**config.mk**
```make
export PLATFORM = sky130hd
export DESIGN_NAME = xadc_drp_responder_flat
export DESIGN_NICKNAME = d
export VERILOG_FILES = /design/src/rtl/xadc_drp_responder_if.sv /design/src/rtl/xadc_drp_responder.sv /design/src/flat_wrapper.sv
export SDC_FILE = /design/constraint.sdc
export NUM_CORES = 1
export LEC_CHECK = 0
export CORE_ASPECT_RATIO = 0.75
export CORE_MARGIN = 4
export CORE_UTILIZATION = 51
export DETAILED_ROUTE_END_ITERATION = 8
export PLACE_DENSITY = 0.86
export SKIP_CTS_REPAIR_TIMING = 1
export SLEW_MARGIN = 20
export SYNTH_ARGS = -nofsm -noshare
export SYNTH_HDL_FRONTEND = slang
export SYNTH_SLANG_ARGS = --single-unit
```
**constraint.sdc**
```tcl
create_clock -name xadc_dclk -period 2.55 [get_ports xadc_dclk]
set_input_delay 0.51 -clock xadc_dclk [delete_from_list [all_inputs] [get_ports xadc_dclk]]
set_output_delay 0.51 -clock xadc_dclk [all_outputs]
set_load 0.005 [all_outputs]
```
**src/rtl/xadc_drp_responder_if.sv**
```systemverilog
// AXI-Stream style sample channel used by the XADC DRP responder.
interface axis_io #(
  parameter int unsigned W = 16
) ();
  logic [W-1:0] tdata;
  logic         tvalid;
  logic         tready;

  modport Sink   (input tdata, input tvalid, output tready);
  modport Source (output tdata, output tvalid, input tready);
endinterface

```
**src/rtl/xadc_drp_responder.sv**
```systemverilog
// DRP slave emulating the XADC read port: ingests voltage/current samples,
// runs a two-channel conversion sequence and serves the results over DRP.
module xadc_drp_responder #(
  parameter logic [6:0]  VOLTAGE_ADDR = 7'h14,
  parameter logic [6:0]  CURRENT_ADDR = 7'h1C,
  parameter int unsigned CONV_CYCLES  = 26,
  parameter int unsigned READ_LATENCY = 4
) (
  input  logic        xadc_dclk,
  input  logic        xadc_reset,
  axis_io.Sink        voltage_channel,
  axis_io.Sink        current_monitor_channel,
  input  logic [6:0]  xadc_daddr,
  input  logic        xadc_den,
  input  logic        xadc_dwe,
  input  logic [15:0] xadc_di,
  output logic        xadc_drdy,
  output logic [15:0] xadc_do,
  output logic [4:0]  xadc_channel,
  output logic        xadc_eoc,
  output logic        xadc_eos,
  output logic        xadc_busy,
  output logic        drp_error
);

  localparam int unsigned CNT_W = (CONV_CYCLES > 1) ? $clog2(CONV_CYCLES) : 1;
  localparam int unsigned LAT_W = $clog2(READ_LATENCY + 1);
  localparam logic [CNT_W-1:0] CNT_LAST = CNT_W'(CONV_CYCLES - 1);
  localparam logic [LAT_W-1:0] LAT_LOAD = LAT_W'(READ_LATENCY - 1);
  localparam logic [LAT_W-1:0] LAT_ONE  = LAT_W'(1);

  typedef enum logic [2:0] {
    S_IDLE,
    S_CONV_V,
    S_EOC_V,
    S_CONV_I,
    S_EOC_I
  } state_t;

  state_t           state_q, state_d;
  logic [CNT_W-1:0] cnt_q, cnt_d;
  logic             commit_v, commit_i;
  logic             busy_d, eoc_d, eos_d;
  logic [4:0]       channel_d;

  logic [15:0] v_pend, i_pend, v_stat, i_stat;
  logic        v_full, i_full;
  logic        v_beat, i_beat;

  logic [LAT_W-1:0] lat_q;
  logic             wr_q;
  logic [15:0]      data_q;
  logic [15:0]      rd_data;
  logic             outstanding, accept, collide;
  logic             unused_di;

  assign unused_di = ^xadc_di;

  // Ingest: one pending slot per channel, refilled once its value is committed.
  assign voltage_channel.tready         = !xadc_reset && !v_full;
  assign current_monitor_channel.tready = !xadc_reset && !i_full;
  assign v_beat = voltage_channel.tvalid && voltage_channel.tready;
  assign i_beat = current_monitor_channel.tvalid && current_monitor_channel.tready;

  always_ff @(posedge xadc_dclk) begin
    if (xadc_reset) begin
      v_pend <= '0;
      i_pend <= '0;
      v_full <= 1'b0;
      i_full <= 1'b0;
      v_stat <= '0;
      i_stat <= '0;
    end else begin
      if (v_beat) begin
        v_pend <= voltage_channel.tdata;
        v_full <= 1'b1;
      end else if (commit_v) begin
        v_full <= 1'b0;
      end
      if (i_beat) begin
        i_pend <= current_monitor_channel.tdata;
        i_full <= 1'b1;
      end else if (commit_i) begin
        i_full <= 1'b0;
      end
      if (commit_v) v_stat <= v_pend;
      if (commit_i) i_stat <= i_pend;
    end
  end

  // Conversion sequencer state register and registered status outputs.
  always_ff @(posedge xadc_dclk) begin
    if (xadc_reset) begin
      state_q      <= S_IDLE;
      cnt_q        <= '0;
      xadc_busy    <= 1'b0;
      xadc_eoc     <= 1'b0;
      xadc_eos     <= 1'b0;
      xadc_channel <= '0;
    end else begin
      state_q      <= state_d;
      cnt_q        <= cnt_d;
      xadc_busy    <= busy_d;
      xadc_eoc     <= eoc_d;
      xadc_eos     <= eos_d;
      xadc_channel <= channel_d;
    end
  end

  // Outputs are computed from the next state so they line up with the state.
  always_comb begin
    state_d   = state_q;
    cnt_d     = '0;
    commit_v  = 1'b0;
    commit_i  = 1'b0;
    busy_d    = 1'b0;
    eoc_d     = 1'b0;
    eos_d     = 1'b0;
    channel_d = xadc_channel;
    case (state_q)
      S_IDLE: begin
        if (v_full && i_full) state_d = S_CONV_V;
      end
      S_CONV_V: begin
        if (cnt_q == CNT_LAST) begin
          commit_v = 1'b1;
          state_d  = S_EOC_V;
        end else begin
          cnt_d = cnt_q + 1'b1;
        end
      end
      S_EOC_V: state_d = S_CONV_I;
      S_CONV_I: begin
        if (cnt_q == CNT_LAST) begin
          commit_i = 1'b1;
          state_d  = S_EOC_I;
        end else begin
          cnt_d = cnt_q + 1'b1;
        end
      end
      S_EOC_I: state_d = S_IDLE;
      default: state_d = S_IDLE;
    endcase
    busy_d = (state_d == S_CONV_V) || (state_d == S_CONV_I);
    eoc_d  = (state_d == S_EOC_V) || (state_d == S_EOC_I);
    eos_d  = (state_d == S_EOC_I);
    if (state_d == S_CONV_V) channel_d = VOLTAGE_ADDR[4:0];
    if (state_d == S_CONV_I) channel_d = CURRENT_ADDR[4:0];
  end

  // DRP: data is captured at den, so a read racing a commit sees the old value.
  always_comb begin
    rd_data = '0;
    if (xadc_daddr == VOLTAGE_ADDR)      rd_data = v_stat;
    else if (xadc_daddr == CURRENT_ADDR) rd_data = i_stat;
  end

  assign outstanding = (lat_q != '0);
  assign accept      = xadc_den && !outstanding;
  assign collide     = xadc_den && outstanding;

  always_ff @(posedge xadc_dclk) begin
    if (xadc_reset) begin
      lat_q     <= '0;
      wr_q      <= 1'b0;
      data_q    <= '0;
      xadc_drdy <= 1'b0;
      xadc_do   <= '0;
      drp_error <= 1'b0;
    end else begin
      xadc_drdy <= 1'b0;
      if (collide) drp_error <= 1'b1;
      if (accept) begin
        wr_q   <= xadc_dwe;
        data_q <= rd_data;
        lat_q  <= LAT_LOAD;
        if (READ_LATENCY == 1) begin
          xadc_drdy <= 1'b1;
          if (!xadc_dwe) xadc_do <= rd_data;
        end
      end else if (outstanding) begin
        lat_q <= lat_q - 1'b1;
        if (lat_q == LAT_ONE) begin
          xadc_drdy <= 1'b1;
          if (!wr_q) xadc_do <= data_q;
        end
      end
    end
  end

endmodule

```
**src/flat_wrapper.sv**
```systemverilog
// flat-port wrapper written by rule: the top's interface ports become plain ports
module xadc_drp_responder_flat 
#(
  parameter logic [6:0]  VOLTAGE_ADDR = 7'h14,
  parameter logic [6:0]  CURRENT_ADDR = 7'h1C,
  parameter int unsigned CONV_CYCLES  = 26,
  parameter int unsigned READ_LATENCY = 4
)
  (xadc_dclk, xadc_reset, xadc_daddr, xadc_den, xadc_dwe, xadc_di, xadc_drdy, xadc_do, xadc_channel, xadc_eoc, xadc_eos, xadc_busy, drp_error, voltage_channel_tdata, voltage_channel_tvalid, voltage_channel_tready, current_monitor_channel_tdata, current_monitor_channel_tvalid, current_monitor_channel_tready);
  axis_io #(.W(16)) voltage_channel_i ();
  axis_io #(.W(16)) current_monitor_channel_i ();
  input  logic xadc_dclk;
  input  logic xadc_reset;
  input  logic [6:0] xadc_daddr;
  input  logic xadc_den;
  input  logic xadc_dwe;
  input  logic [15:0] xadc_di;
  output logic xadc_drdy;
  output logic [15:0] xadc_do;
  output logic [4:0] xadc_channel;
  output logic xadc_eoc;
  output logic xadc_eos;
  output logic xadc_busy;
  output logic drp_error;
  input wire logic [$bits(voltage_channel_i.tdata)-1:0] voltage_channel_tdata;
  input wire logic [$bits(voltage_channel_i.tvalid)-1:0] voltage_channel_tvalid;
  output wire logic [$bits(voltage_channel_i.tready)-1:0] voltage_channel_tready;
  input wire logic [$bits(current_monitor_channel_i.tdata)-1:0] current_monitor_channel_tdata;
  input wire logic [$bits(current_monitor_channel_i.tvalid)-1:0] current_monitor_channel_tvalid;
  output wire logic [$bits(current_monitor_channel_i.tready)-1:0] current_monitor_channel_tready;
  assign voltage_channel_i.tdata = voltage_channel_tdata;
  assign voltage_channel_i.tvalid = voltage_channel_tvalid;
  assign voltage_channel_tready = voltage_channel_i.tready;
  assign current_monitor_channel_i.tdata = current_monitor_channel_tdata;
  assign current_monitor_channel_i.tvalid = current_monitor_channel_tvalid;
  assign current_monitor_channel_tready = current_monitor_channel_i.tready;
  xadc_drp_responder #(.VOLTAGE_ADDR(VOLTAGE_ADDR), .CURRENT_ADDR(CURRENT_ADDR), .CONV_CYCLES(CONV_CYCLES), .READ_LATENCY(READ_LATENCY)) u_core (.xadc_dclk(xadc_dclk), .xadc_reset(xadc_reset), .voltage_channel(voltage_channel_i), .current_monitor_channel(current_monitor_channel_i), .xadc_daddr(xadc_daddr), .xadc_den(xadc_den), .xadc_dwe(xadc_dwe), .xadc_di(xadc_di), .xadc_drdy(xadc_drdy), .xadc_do(xadc_do), .xadc_channel(xadc_channel), .xadc_eoc(xadc_eoc), .xadc_eos(xadc_eos), .xadc_busy(xadc_busy), .drp_error(drp_error));
endmodule
```
==> run_results.csv <==
group,metric,value,unit
placed_design,place.gp.congestion,0.781,
layout,diodes,0,
worst_setup_path,crit_start,"xadc_reset",
worst_setup_path,required,2040,ps
power,ir_worst_vdd,0.515,mV
job,max_cap_violations,0,
grt,grt_pass1_wl,17600,µm
timing,maxSlewViolCount,0,
route,avgViaCountPerCell,5.41,
worst_setup_path,path_cells,"clkdlybuf4s50_1, nor2_1, clkdlybuf4s50_1",
route,drc,0,
die,die_w,116,µm
placed_design,dp_hpwl,6760,µm
route,wl_per_cell,15.6,µm
clock_network,tritoncts,"built",
status,status,"completed",
route,vias,3652,
timing,slew_headroom,56.1,%
power,p_clk_share,48.2,%
power,comb_power_share,10.7,%
logic_synthesis,synthCells,495,
die,initial_core_util,52.6,%
worst_setup_path,r2r-start,"u_core.lat_q[0]",
clock_network,cts.clk_slew.worst_paths,50,ps
power,p_seq_share,41.1,%
timing,fin_skew,11.3,ps
layout,drive_gt1_share,11.8,%
logic_synthesis,ys.flop_type,"dfxtp_1",
die,core,8490,µm²
route,drtIter0Drc,300,
layout,nets,625,
logic_synthesis,synth_cell_types,43,
timing,fin_hold_ws,452,ps
layout,fin_util,68.2,%
placed_design,dp.cells,648,
power,intPower,3.68,mW
worst_setup_path,criticalPathCategory,"input pin to primary output",
die,die_h,89.0,µm
die,num_io_pins,89,
logic_synthesis,synth_edf_count,0,
route,antenna_left,0,
grt,antenna_found_initial,0,
worst_setup_path,setup.worst_path.end_class,"primary output",
worst_setup_path,endpoint,"voltage_channel_tready",
clock_network,root_buffer,"clkbuf_16",
worst_setup_path,r2r_cells,5,
worst_setup_path,rr_endpoint,"u_core.xadc_do[15]",
min_path,hold_path_class,"flip-flop to flip-flop",
logic_synthesis,ys_async_sr_fraction,0,%
worst_setup_path,start_kind,"input pin",
timing,clock.fmax,479,MHz
logic_synthesis,ys_warn_count,0,
timing,period_share,81.9,%
layout,fillers,644,
timing,rsz0062_at_grt,"no",
logic_synthesis,avgSynthCellArea,9.02,µm²
die,num_rows,29,
timing,fin_ws,462,ps
clock_network,htree_levels,4,
worst_setup_path,crit_fanout,4,
placed_design,numPortBuffers,70,
power,swShare,23.1,%
layout,stdcell_count,675,
worst_setup_path,cp_slowest_cell,"clkdlybuf4s50_1",
worst_setup_path,crit_top_cell,"clkdlybuf4s50_1",
placed_design,pre_cts_slack,386,ps
grt,grt_max_degree,52,
clock_network,cts_inserted_buffers,17,
route,drt-total-wl,10500,µm
worst_setup_path,reg2reg_setup_slack,580,ps
clock_network,cts_sinks,117,
power,p_per_area,825,nW/µm²
grt,grtUsageTotal,21.9,%
power,cellLeakagePower,2.23,nW
grt,grt_pass1_vias,3824,
min_path,hp-start,"u_core.i_stat[13]",
clock_network,insertion_delay,400,ps
clock_network,ctsLongestPathBuffers,2,
layout,syn_to_final_growth,29.8,%
logic_synthesis,ys_seq_area_share,52.5,%
timing,finalHoldViolations,0,
die,die-area,10300,µm²
route,firstDrtPassIters,6,
timing,setup_viol,0,
grt,overflow,0,
logic_synthesis,synth_seq_cells,117,
timing,layout_min_cycle_time,2090,ps
logic_synthesis,netlist_area,4460,µm²
worst_setup_path,cp.arrival,1580,ps
worst_setup_path,crit_path_max_incr_delay,500,ps
timing,worst_pin_slew,657,ps
power,p_sw,1.10,mW
timing,setup_tns,0,ps
-- worst min-delay path by stage --
stage                    endpoint  cells past startpoint
6_report        u_core.i_stat[13]                      2
5_1_grt        u_core.xadc_do[10]                      2
4_1_cts          u_core.data_q[5]                      2
3_5_place_dp    u_core.i_stat[13]                      2
3_3_place_gp    u_core.v_stat[12]                      2
2_1_floorplan    u_core.i_stat[0]                      2
-- logic make-up (layout without fill, tap and decap cells) --
| kind of cell | after synthesis | count (layout) | share of synthesized area (%) |
|---|---|---|---|
| other | 1 | 2 | 0.0840 |
| AOI/OAI and AO/OA | 77 | 77 | 9.22 |
| muxes | 49 | 49 | 11.4 |
| buffers and inverters | 43 | 114 | 4.62 |
| adders and majority gates | 5 | 5 | 1.40 |
| and+or+nand+nor | 200 | 200 | 20.2 |
| xor gates and xnor gates | 3 | 3 | 0.589 |
| DFF | 117 | 117 | 52.5 |
-- area by class of cell --
| type | count | area, µm² | area share (%) |
|---|---|---|---|
| Tap cell | 108 | 135 | 2.33 |
| Multi-Input combinational cell | 336 | 1940 | 33.4 |
| Clock inverter | 6 | 105 | 1.81 |
| Clock buffer | 21 | 460 | 7.95 |
| Inverter | 7 | 26.3 | 0.454 |
| Sequential cell | 117 | 2340 | 40.4 |
| Timing Repair Buffer | 80 | 788 | 13.6 |
-- per-stage QoR --
stage | power (mW) | instance area, µm²
5_1_grt | 4.95 | 5790
2_1_floorplan | 2.31 | 4470
4_1_cts | 4.79 | 5790
6_report | 4.78 | 5790
3_5_place_dp | 2.49 | 5230
3_3_place_gp | 2.46 | 5230
-- cells in the mapped netlist, types with 5 or more instances --
cell      instances  area, µm²
mux2_2           16        180
nor2_1           14       52.6
buf_2             5       25.0
o21ai_0          33        165
ha_1              5       62.6
mux2i_1          33        330
nand4_1          16        100
a21oi_1          36        180
inv_1             5       18.8
nand2_1         147        552
dfxtp_1         117       2340
clkbuf_1         23       86.3
-- power groups by stage --
stage                     combinational, mW  sequential, mW  clock [mW]
after detailed placement              0.500            2.00           0
final                                 0.511            1.96        2.30
after global routing                  0.569            1.97        2.41
after CTS                             0.510            1.96        2.32
after floorplan                       0.326            1.98           0
after global placement                0.470            1.99           0
-- worst max-delay path: cells and delay by family --
kind / cells / cell delay [ps]
AND/OR/NAND/NOR: 1 / 110
buffers and inverters: 2 / 960
-- cell usage in the layout, fill, tap and decap left out, drive strengths merged, types with 2 or more instances in the layout --
master / synthesis / final
nand2: 147 / 147
mux2i: 33 / 33
a211oi: 3 / 3
bufinv: 0 / 3
o21ai: 33 / 33
nand4: 16 / 16
mux2: 16 / 16
inv: 7 / 7
clkdlybuf4s50: 0 / 70
a21oi: 36 / 36
buf: 13 / 10
nor4b: 2 / 2
nand3: 3 / 3
nor3b: 2 / 2
nor2: 14 / 14
dfxtp: 117 / 117
ha: 5 / 5
a31o: 2 / 2
and2: 2 / 2
clkbuf: 23 / 21
clkinv: 0 / 3
xor2: 2 / 2
conb: 1 / 2
-- flip-flops by register name, summed over array words and instances (netlist names), 2 cells and up --
name,flops
u_core.state_q,3
u_core.xadc_channel,2
u_core.lat_q,3
u_core.i_pend,16
u_core.v_stat,16
u_core.v_pend,16
u_core.i_stat,16
u_core.xadc_do,16
u_core.cnt_q,5
u_core.data_q,16
-- layer usage --
| metal | global-route usage [%] | vias to the layer above | part of all wire [%] |
|---|---|---|---|
| met4 | 7.06 | 0 | 1.3 |
| li1 | - | 1784 | - |
| met2 | 39.7 | 99 | 52 |
| met5 | 0 | - | 0 |
| met3 | 6.56 | 16 | 5.2 |
| met1 | 24.9 | 1753 | 42 |
(Power assumes the default switching activity.)
==> RTL change 1, RTL diff (config.mk and constraints unchanged) <==
`READ_LATENCY` is set to 4 in 2 places; all go to 2.
--- a/src/rtl/xadc_drp_responder.sv
+++ b/src/rtl/xadc_drp_responder.sv
@@ -4,7 +4,7 @@
   parameter logic [6:0]  VOLTAGE_ADDR = 7'h14,
   parameter logic [6:0]  CURRENT_ADDR = 7'h1C,
   parameter int unsigned CONV_CYCLES  = 26,
-  parameter int unsigned READ_LATENCY = 4
+  parameter int unsigned READ_LATENCY = 2
 ) (
   input  logic        xadc_dclk,
   input  logic        xadc_reset,
--- a/src/flat_wrapper.sv
+++ b/src/flat_wrapper.sv
@@ -4,7 +4,7 @@
   parameter logic [6:0]  VOLTAGE_ADDR = 7'h14,
   parameter logic [6:0]  CURRENT_ADDR = 7'h1C,
   parameter int unsigned CONV_CYCLES  = 26,
-  parameter int unsigned READ_LATENCY = 4
+  parameter int unsigned READ_LATENCY = 2
 )
   (xadc_dclk, xadc_reset, xadc_daddr, xadc_den, xadc_dwe, xadc_di, xadc_drdy, xadc_do, xadc_channel, xadc_eoc, xadc_eos, xadc_busy, drp_error, voltage_channel_tdata, voltage_channel_tvalid, voltage_channel_tready, current_monitor_channel_tdata, current_monitor_channel_tvalid, current_monitor_channel_tready);
   axis_io #(.W(16)) voltage_channel_i ();
Function: changed (Yosys sat finds a counterexample within 4 cycles, from zero or initial values and one cycle with xadc_reset high).
==> RTL change 1 against the original RTL <==
  * Sequential cell count fell by 1
  * Sequential share of layout area hardly changed
  * Power shrank 4.6%
  * Combinational power is 38% lower
  * Via count grew 3.2%
  * Critical path depth fell by 1
  * Clock skew down 0.0055 ns
  * Sequential power is 3% lower
  * Global-route usage fell by 0.90 points
  * Routed wire length decreased by 2.9%
  * Area after synthesis shrank 0.34%
  * Final area fell by 0.73%
  * Worst setup slack improved by 0.19 ns
  * Critical path type is now register to output pin
  * Largest cell class unchanged
  * Largest power group unchanged
==> RTL change 1: results (changes against the original RTL) <==
| Metric | Value |
|---|---|
| Status | `complete, no violations (unchanged)` |
| # fillers | `637 (was 644)` |
| Area contributors post-synth | `dfxtp_1 (52%), nand2_1 (11%), a21oi_1 (5.8%) (was dfxtp_1 (52%), nand2_1 (12%), mux2i_1 (7.4%))` |
| CTS clock-pin slew for the worst setup and hold paths | `0.05 ns (about the same)` |
| Via count | `3770 (was 3652)` |
| Lkg Pwr | `2.15 nW (was 2.23 nW)` |
| Final Non-Filler Cells | `694 (was 675)` |
| Distinct cells, synth | `42 (was 43)` |
| 1st-pass router iterations | `5 (was 6)` |
| Placed cells | `662 (was 648)` |
| Utilization after layout | `0.677 (was 0.682)` |
| Post-synth top flop | `dfxtp_1 (unchanged)` |
| DRT iter0 DRCs | `322 (was 300)` |
| Cells after synthesis | `516 (was 495)` |
| FFs w/ async S/R, synth | `0 (unchanged)` |
| Clk buf depth | `2 (unchanged)` |
| GP Congestion | `0.824 (was 0.781)` |
| Largest net degree at the start of global routing | `59 (was 52)` |
| Slowest stage delay, CP | `0.52 ns (was 0.50 ns)` |
| GRT Util Overall | `0.210 (was 0.219)` |
| WL final | `10200 um (was 10500 um)` |
| Later-pin clock latency in the skew report | `0.41 ns` |
| Worst hold path type | `register to register (unchanged)` |
| CP max FO | `4 (unchanged)` |
| Fin Clk Skew | `0.00578 ns (was 0.0113 ns)` |
| Most common library cells after synthesis | `nand2_1 (135), dfxtp_1 (116), a21oi_1 (52), o21ai_0 (49), clkbuf_1 (27) (was nand2_1 (147), dfxtp_1 (117), a21oi_1 (36), mux2i_1 (33), o21ai_0 (33))` |
| CTS H-tree depth | `4 (unchanged)` |
| Vias in the first global route | `3717 (was 3824)` |
| VDD IR max | `0.532 mV (was 0.515 mV)` |
| Num CTS Buffers | `17 (unchanged)` |
| N_diodes | `0 (unchanged)` |
| Pre-CTS WS | `0.568 ns (was 0.386 ns)` |
| Area after DPL | `5150 sq um (was 5230 sq um)` |
| Initial antenna violation count | `0 (unchanged)` |
| CTS root buf | `clkbuf_16 (unchanged)` |
| Sequential-to-total area share from yosys stat | `0.522 (was 0.525)` |
| Relative slew slack | `0.447 (was 0.561)` |
| Dpl hpwl | `6800 um (was 6760 um)` |
| Post-layout nets | `638 (was 625)` |
| Port Buffers | `70 (unchanged)` |
| Layout cells sized above 1 | `0.118 (about the same)` |
| CP arrival | `1.39 ns (was 1.58 ns)` |
| First-pass GRT wire length | `17100 um (was 17600 um)` |
| Slowest cell on crit path | `clkdlybuf4s50_1 (unchanged)` |
-- RTL change 1: cell types whose count changed in the layout (fill, tap and decap cells not counted), sizes merged, moves of 2 or more --
cell | before | now
mux2i | 33 | 16
nand3 | 3 | 20
a21oi | 36 | 52
o21ai | 33 | 49
nand2 | 147 | 135
clkinvlp | 0 | 5
clkinv | 3 | 6
a221oi | 0 | 2
-- RTL change 1: area by class of cell --
cell class,instances,share of cell area
Sequential cell,116,0.404
Multi-Input combinational cell,351,0.331
Timing Repair Buffer,79,0.133
Clock buffer,20,0.0812
Tap cell,108,0.0235
Clock inverter,12,0.0226
Inverter,8,0.00522
-- RTL change 1: worst paths after layout --
path,startpoint,endpoint,slack [ns],cells after the start
min,u_core.xadc_do[10],u_core.xadc_do[10],0.45,2
max,u_core.i_full,current_monitor_channel_tready,0.65,2
min reg2reg,u_core.xadc_do[10],u_core.xadc_do[10],0.45,2
max reg2reg,u_core.lat_q[0],u_core.xadc_do[6],0.72,5
-- RTL change 1: per-layer routing --
layer | wire length (um) | global-route usage | part of all wire
met1 | 4480 | 0.263 | 0.44
met2 | 4850 | 0.347 | 0.48
met3 | 664 | 0.0643 | 0.065
met4 | 218 | 0.0759 | 0.021
met5 | 0 | 0 | 0
-- RTL change 1: power by group --
group / internal (mW) / switching (mW) / leakage [nW]
clock network: 1.51 / 0.817 / 0.280
registers: 1.88 / 0.0349 / 0.942
logic: 0.145 / 0.174 / 0.924
total: 3.53 / 1.03 / 2.15
-- RTL change 1: cell families after synthesis --
logic type                 synth area share
muxes                                0.0765
and+or+nand+nor                       0.200
DFF                                   0.522
buffers and inverters                0.0534
xor gates and xnor gates            0.00591
adders and majority gates            0.0112
AOI/OAI and AO/OA                     0.130
other                              0.000843
-- RTL change 1: critical path, delay by kind of cell (launching register included) --
family | cells | cell delay [ns]
flops | 1 | 0.34
simple gates | 1 | 0.12
buf+inv | 1 | 0.52
==> RTL change 2, RTL diff (config.mk and constraints unchanged) <==
Without the edit above. Re-encode `state_t` (5 states) as Gray code, 3 bits wide.
--- a/src/rtl/xadc_drp_responder.sv
+++ b/src/rtl/xadc_drp_responder.sv
@@ -30,11 +30,11 @@
   localparam logic [LAT_W-1:0] LAT_ONE  = LAT_W'(1);
 
   typedef enum logic [2:0] {
-    S_IDLE,
-    S_CONV_V,
-    S_EOC_V,
-    S_CONV_I,
-    S_EOC_I
+    S_IDLE   = 3'b000,
+    S_CONV_V = 3'b001,
+    S_EOC_V  = 3'b011,
+    S_CONV_I = 3'b010,
+    S_EOC_I  = 3'b110
   } state_t;
 
   state_t           state_q, state_d;
Function: same outputs for any inputs over 10 cycles, from zero or initial values and one cycle with xadc_reset high; not proved beyond that.
==> RTL change 2 against the original RTL <==
  * Power is 5.4% higher
  * Routed wire length fell by 6.2%
  * Area after synthesis is 0.34% higher
  * Non-clock buffer count decreased by 1
  * Clock power grew 12%
  * Synthesized cell count is 2.0% lower
  * Final area is 1.5% higher
  * Critical path type unchanged
  * Sequential cell count unchanged
  * Worst setup slack lost 0.068 ns
==> RTL change 2: results (changes against the original RTL) <==
| Metric | Value |
|---|---|
| Cell Area, Synth | `4480 sq um (was 4460 sq um)` |
| Flop pwr share | `0.391 (was 0.411)` |
| Bufs w/o clock | `79 (was 80)` |
| WL met1 | `4270 um (was 4400 um)` |
| Synth Area in Compound Gates | `0.0969 (was 0.0922)` |
| Layout cells sized above 1 | `0.0907 (was 0.118)` |
| Distinct cells, synth | `39 (was 43)` |
| Met2 wire len | `4770 um (was 5430 um)` |
| GR Util met1 | `0.254 (was 0.249)` |
| Mux cell area share after synthesis | `0.114 (about the same)` |
| Via density | `5.28 (was 5.41)` |
| GP Congestion | `0.886 (was 0.781)` |
| Status | `complete, no violations (unchanged)` |
| Routing usage on met3 | `0.0575 (was 0.0656)` |
| XOR/XNOR Fraction of Synth Area | `0.00782 (was 0.00589)` |
| Number of non-clock inverters | `4 (was 7)` |
| Worst reg2reg endpoint | `u_core.xadc_do[5] (was u_core.xadc_do[15])` |
| Hold EP | `u_core.xadc_do[12] (was u_core.i_stat[13])` |
| Dpl hpwl | `6420 um (was 6760 um)` |
| Adder-cell share of the synthesized area | `0.0140 (about the same)` |
| Reg2reg setup slack | `0.66 ns (was 0.58 ns)` |
| Largest net degree at the start of global routing | `70 (was 52)` |
| # fillers | `626 (was 644)` |
| Post-layout nets | `615 (was 625)` |
| Met2 Use GR | `0.351 (was 0.397)` |
| Worst hold start | `u_core.xadc_do[12] (was u_core.i_stat[13])` |
| VDD IR max | `0.399 mV (was 0.515 mV)` |
| Non-clk buf share | `0.133 (was 0.136)` |
| Fin Clk Skew | `0.0102 ns (was 0.0113 ns)` |
| Slew of the pin with the lowest slew margin | `0.702 ns (was 0.657 ns)` |
| First-pass GRT wire length | `16500 um (was 17600 um)` |
| Lkg Pwr | `2.32 nW (was 2.23 nW)` |
| Multi-Input Combinational | `330 (was 336)` |
| Area contributors post-synth | `dfxtp_1 (52%), mux2i_1 (11%), nand2_1 (11%) (was dfxtp_1 (52%), nand2_1 (12%), mux2i_1 (7.4%))` |
| Sequential-to-total area share from yosys stat | `0.523 (was 0.525)` |
-- RTL change 2: cell count changes after synthesis, sizes merged, moves of 3 or more --
cell	delta
o31ai	+16
mux2i	+18
clkbuf	-12
buf	+11
a21oi	-16
mux2	-16
nand3	+17
nor2	+4
nand4	-15
inv	-3
nand2	-15
-- RTL change 2: critical path, stage by stage --
cell and delay, ns:
clkdlybuf4s50_1 0.49, nor2_1 0.14, clkdlybuf4s50_1 0.51
-- RTL change 2: per-stage QoR --
| step | setup slack, ns | power, mW | hold slack (ns) | instances | util |
|---|---|---|---|---|---|
| after detailed placement | 0.292 | 2.49 | 0.446 | 638 | 0.615 |
| after global routing | 0.338 | 5.23 | 0.474 | 670 | 0.692 |
| after floorplan | 0.897 | 2.33 | 0.432 | 486 | - |
| after global placement | 0.396 | 2.46 | 0.442 | 638 | 0.615 |
| final | 0.394 | 5.03 | 0.453 | 670 | 0.692 |
| after CTS | 0.389 | 5.07 | 0.453 | 670 | 0.692 |
